`src/rtl/memy_stream_loader.sv`:
```
// Streams one frame of samples into memory Y, then starts the coprocessor on it; writes land one cycle after acceptance.
// s_ready drops from the final beat until the coprocessor reports done; overlong frames are drained without writes and flagged.
module memy_stream_loader #(
    parameter int DATA_WIDTH = 8,
    parameter int ADDR_WIDTH = 5
) (
    input  logic                  clk,
    input  logic                  rstn,
    input  logic [DATA_WIDTH-1:0] s_data,
    input  logic                  s_valid,
    input  logic                  s_last,
    output logic                  s_ready,
    output logic                  memY_wr_en,
    output logic [ADDR_WIDTH-1:0] memY_wr_addr,
    output logic [DATA_WIDTH-1:0] memY_wr_data,
    output logic [ADDR_WIDTH-1:0] sizeY,
    output logic                  start,
    input  logic                  busy,
    input  logic                  done,
    output logic                  frame_err
);

    typedef enum logic [2:0] {IDLE, LOAD, DRAIN, ARM, WAIT_DONE} state_t;

    // Address of the last beat that fits: 2^ADDR_WIDTH-2 (the frame holds 2^ADDR_WIDTH-1 beats).
    localparam logic [ADDR_WIDTH-1:0] LAST_ADDR = {{(ADDR_WIDTH-1){1'b1}}, 1'b0};

    state_t                state;
    state_t                stateNext;
    logic                  rdyEn;
    logic [ADDR_WIDTH-1:0] cnt;
    logic                  accept;
    logic                  armed;

    assign s_ready = rdyEn && (state == IDLE || state == LOAD || state == DRAIN);
    assign accept  = s_valid && s_ready;
    // ARM is entered with the final write still in flight; start waits until that write has landed.
    assign armed   = (state == ARM) && !memY_wr_en;
    assign start   = armed;

    always_ff @(posedge clk or negedge rstn) begin
        if (!rstn) begin
            state <= IDLE;
            rdyEn <= 1'b0;
        end else begin
            state <= stateNext;
            rdyEn <= 1'b1;
        end
    end

    always_comb begin
        stateNext = state;
        case (state)
            IDLE: begin
                if (accept) stateNext = s_last ? ARM : LOAD;
            end
            LOAD: begin
                if (accept) begin
                    if (s_last)                 stateNext = ARM;
                    else if (cnt == LAST_ADDR)  stateNext = DRAIN;
                end
            end
            DRAIN: begin
                if (accept && s_last) stateNext = IDLE;
            end
            ARM: begin
                if (armed) begin
                    if (done)      stateNext = IDLE;
                    else if (busy) stateNext = WAIT_DONE;
                end
            end
            WAIT_DONE: begin
                if (done) stateNext = IDLE;
            end
            default: stateNext = IDLE;
        endcase
    end

    always_ff @(posedge clk or negedge rstn) begin
        if (!rstn) begin
            cnt          <= '0;
            memY_wr_en   <= 1'b0;
            memY_wr_addr <= '0;
            memY_wr_data <= '0;
            sizeY        <= '0;
            frame_err    <= 1'b0;
        end else begin
            memY_wr_en <= 1'b0;
            if (accept && state == IDLE) begin
                memY_wr_en   <= 1'b1;
                memY_wr_addr <= '0;
                memY_wr_data <= s_data;
                cnt          <= ADDR_WIDTH'(1);
                frame_err    <= 1'b0;
                if (s_last) sizeY <= ADDR_WIDTH'(1);
            end else if (accept && state == LOAD) begin
                memY_wr_en   <= 1'b1;
                memY_wr_addr <= cnt;
                memY_wr_data <= s_data;
                cnt          <= cnt + 1'b1;
                if (s_last)                sizeY     <= cnt + 1'b1;
                else if (cnt == LAST_ADDR) frame_err <= 1'b1;
            end
        end
    end

endmodule
```
`config.mk`:
```
export PLATFORM = sky130hd
export DESIGN_NAME = memy_stream_loader
export DESIGN_NICKNAME = d
export VERILOG_FILES = /design/src/rtl/memy_stream_loader.sv
export SDC_FILE = /design/constraint.sdc
export NUM_CORES = 1
export LEC_CHECK = 0
export BUFFER_PORTS_ARGS = -buffer_cell sky130_fd_sc_hd__buf_2
export CORE_UTILIZATION = 25
export DETAILED_ROUTE_END_ITERATION = 8
export SYNTH_ARGS = -nofsm -noshare
export SYNTH_HDL_FRONTEND = slang
export SYNTH_SLANG_ARGS = --single-unit
export TNS_END_PERCENT = 10
```
`constraint.sdc`:
```
create_clock -name clk -period 2.4 [get_ports clk]
set_input_delay 0 -clock clk [delete_from_list [all_inputs] [get_ports clk]]
set_output_delay 0 -clock clk [all_outputs]
set_load 0.05 [all_outputs]
```
==> run metrics <==
DR DRC count 0; Crit Path Max Fanout 19; number of flops mapped to enable cells by yosys 0; Reg-to-Reg Start state[2]$_DFFE_PN0P_; CP max stage cell or2_1; Rel. slew slack 47.9%; Final setup viols 0; Seq/Total Area, Yosys 54.4%; # rows 26; commonest cells in the netlist 40 x nand2_1, 29 x dfrtp_1, 9 x nor2_1; TritonRoute pass-1 iters 4; Syn Inst Count 133; unrepaired setup endpoints after global routing no; initial antenna violation count 0; Filler cells 576; Worst EP arrival 2.02 ns; Max Cap Viol 0; Synth warnings 0; maximum clock path buffer count 2; NetSw 1.12 mW; CTS root buffer clkbuf_8; later-pin clock latency in the skew report 0.27 ns; Reg2Reg Setup Slack 0.51 ns; switching part of the total 46.4%; total number of vias 1,031; Worst-path clk slew 0.06 ns; HPWL after DPL 2000 µm; routed len/inst 11.2 µm; LEAKAGE 0.908 nW; antenna viol nets, final 0; Total Power 2.42 mW; hold depth 3; initial DRC count 45; Max Clk Rate 529 MHz; Die Wd 75.1 µm; Power Internal 1.30 mW; Tcrit/Tclk final 78.7%; Final Max Tran Viols 0; Final Skew 0.00263 ns; largest net degree at the start of global routing 30; Antenna Cells 0; ys flop type dfrtp_1; syn avg cell area 10.0 µm²; htree depth 2; M1 GR Usage 15.4%; syn nets 149; CP Cell Sequence nand3b_4, or2_1, clkinv_8, nand2_4, o31ai_1; FF+latch count, synth 29; startpoint types flip-flop; core area 5140 µm²; # port buffers 35; worst hold path startpoint s_last; clk sink count 29; Yosys top cell by area dfrtp_1; M2 GR Usage 16.4%; Layout area overhead 33.0%; GR peak layer met2; Final Hold Fails 0; fin nets 195; TNS Setup 0 ns; worst reg2reg path endpoint sizeY[4]$_DFFE_PN0P_; CP endpoint kind flip-flop; worst setup path class flip-flop to flip-flop; Tot GR Track Use 11.2%; CTS tree built; vias in the first global route 968; Ports 36; Worst Setup EP sizeY[4]$_DFFE_PN0P_; GP Congestion 0.737; post-synthesis cell type count 37; Worst VDD drop 0.586 mV; layout cells sized above 1 27.2%; CTS resizes 0; Reg power frac 34.3%; hold slack 0.0816 ns; Worst Setup SP state[2]$_DFFE_PN0P_; pwr dens 1370 nW/µm²; top post-synthesis cells by area dfrtp_1 54%, nand2_1 11%, nor2_1 2.5%; Netlist Area Pre-Place 1340 µm²; GRT met3 Usage 4.55%; global route overflow 0; Clk pwr share 21.2%; most common cell in the netlist nand2_1; required time worst endpoint 2.53 ns; Min Clock Period, post-route 1.89 ns; actual slew at the worst max-slew pin 0.781 ns; top cell type's share of synthesized area 54.4%; first-pass GRT wire length 4670 µm; die area 5640 µm²; vias per cell 4.12; fin worst setup slack 0.510 ns; Comb pwr share 44.5%; Hold Path Class primary input to flip-flop; starting density of the core 26.0%; Die H 75.1 µm; TritonCTS Buffers 5; Post-Place Setup Slack 0.500 ns; status finished, final reports clean; async set-or-reset flop fraction in the synthesized netlist 100%; final wirelength 2800 µm; max incr delay on CP 0.62 ns; reg2reg path depth 5
## registers in the layout, indices dropped and copies added, names as in the netlist
register / cells
rdyEn: 1
cnt: 5
memY_wr_addr: 5
frame_err: 1
sizeY: 5
memY_wr_en: 1
memY_wr_data: 8
state: 3
## power groups by stage
stage | Clock (mW) | Combinational [mW] | Sequential [mW]
4_1_cts | 0.527 | 1.09 | 0.836
5_1_grt | 0.557 | 1.17 | 0.867
3_3_place_gp | 0 | 1.07 | 0.847
3_5_place_dp | 0 | 1.08 | 0.844
2_1_floorplan | 0 | 0.446 | 1.23
6_report | 0.514 | 1.08 | 0.832
## cell families (layout without fill, tap and decap cells)
kind of cell	after synthesis	count (layout)	synth area share [%]
XOR/XNOR	3	3	1.97
other	1	1	0.281
AO/OA/AOI/OAI	17	17	10.2
adder cells (fa/ha/maj)	2	2	1.87
AND/OR/NAND/NOR	72	72	26.1
multiplexers	1	1	0.843
buffers and inverters	8	55	4.40
flip-flops	29	29	54.4
## timing repair
item | CTS | global route
buffers inserted | 0 | 0
hold buffers | 10 | 0
hold endpoints to repair | 38 | 0
## metal layers
metal  up-vias  routed length (µm)
li1        538                   -
met1       468                1360
met2        23                1290
met3         2                 133
met4         0                  14
met5         -                   0
## metrics by stage
| stage | instances | instance area, µm² | util (%) |
|---|---|---|---|
| after floorplan | 133 | 1340 | - |
| after global placement | 232 | 1560 | 30.3 |
| after detailed placement | 232 | 1560 | 30.3 |
| after CTS | 250 | 1780 | 34.5 |
| after global routing | 250 | 1780 | 34.5 |
| final | 250 | 1780 | 34.5 |
## worst max-delay path, delay by kind of cell, from the launching register on
kind / cells / cell delay, ns
AO/OA/AOI/OAI: 1 / 0.09
buffers and inverters: 1 / 0.20
flip-flops: 1 / 0.45
AND/OR/NAND/NOR: 3 / 0.99
## worst min path at each step
stage | endpoint | slack, ns
4_1_cts | sizeY[1]$_DFFE_PN0P_ | 0.08
3_5_place_dp | sizeY[0]$_DFFE_PN0P_ | 0.06
2_1_floorplan | cnt[0]$_DFFE_PN0P_ | -0.30
6_report | sizeY[1]$_DFFE_PN0P_ | 0.08
5_1_grt | sizeY[2]$_DFFE_PN0P_ | 0.09
3_3_place_gp | sizeY[2]$_DFFE_PN0P_ | 0.06
## placed cells by master (no fill, tap or decap), types with 2 or more instances in the layout
cell and count:
nor2_1 9, nor3_1 2, o21ai_0 4, o31ai_1 4
nand2_1 40, ha_1 2, xnor2_1 2, dfrtp_1 29
a22o_1 3, clkbuf_8 6, buf_2 35, nand2b_1 2
nor2b_1 3, dlygate4sd3_1 10, nand3_1 6
## layout make-up
cell class / instances / area (µm²) / share of cell area [%]
flip-flops and latches: 29 / 726 / 40.9
well taps: 70 / 87.6 / 4.93
inverters: 2 / 20.0 / 1.13
repair buffers: 45 / 275 / 15.5
clock buffers: 7 / 86.3 / 4.86
clock inverters: 1 / 30.0 / 1.69
multi-input cells: 96 / 551 / 31.0
Note: power is estimated with default switching activity, not from simulation.
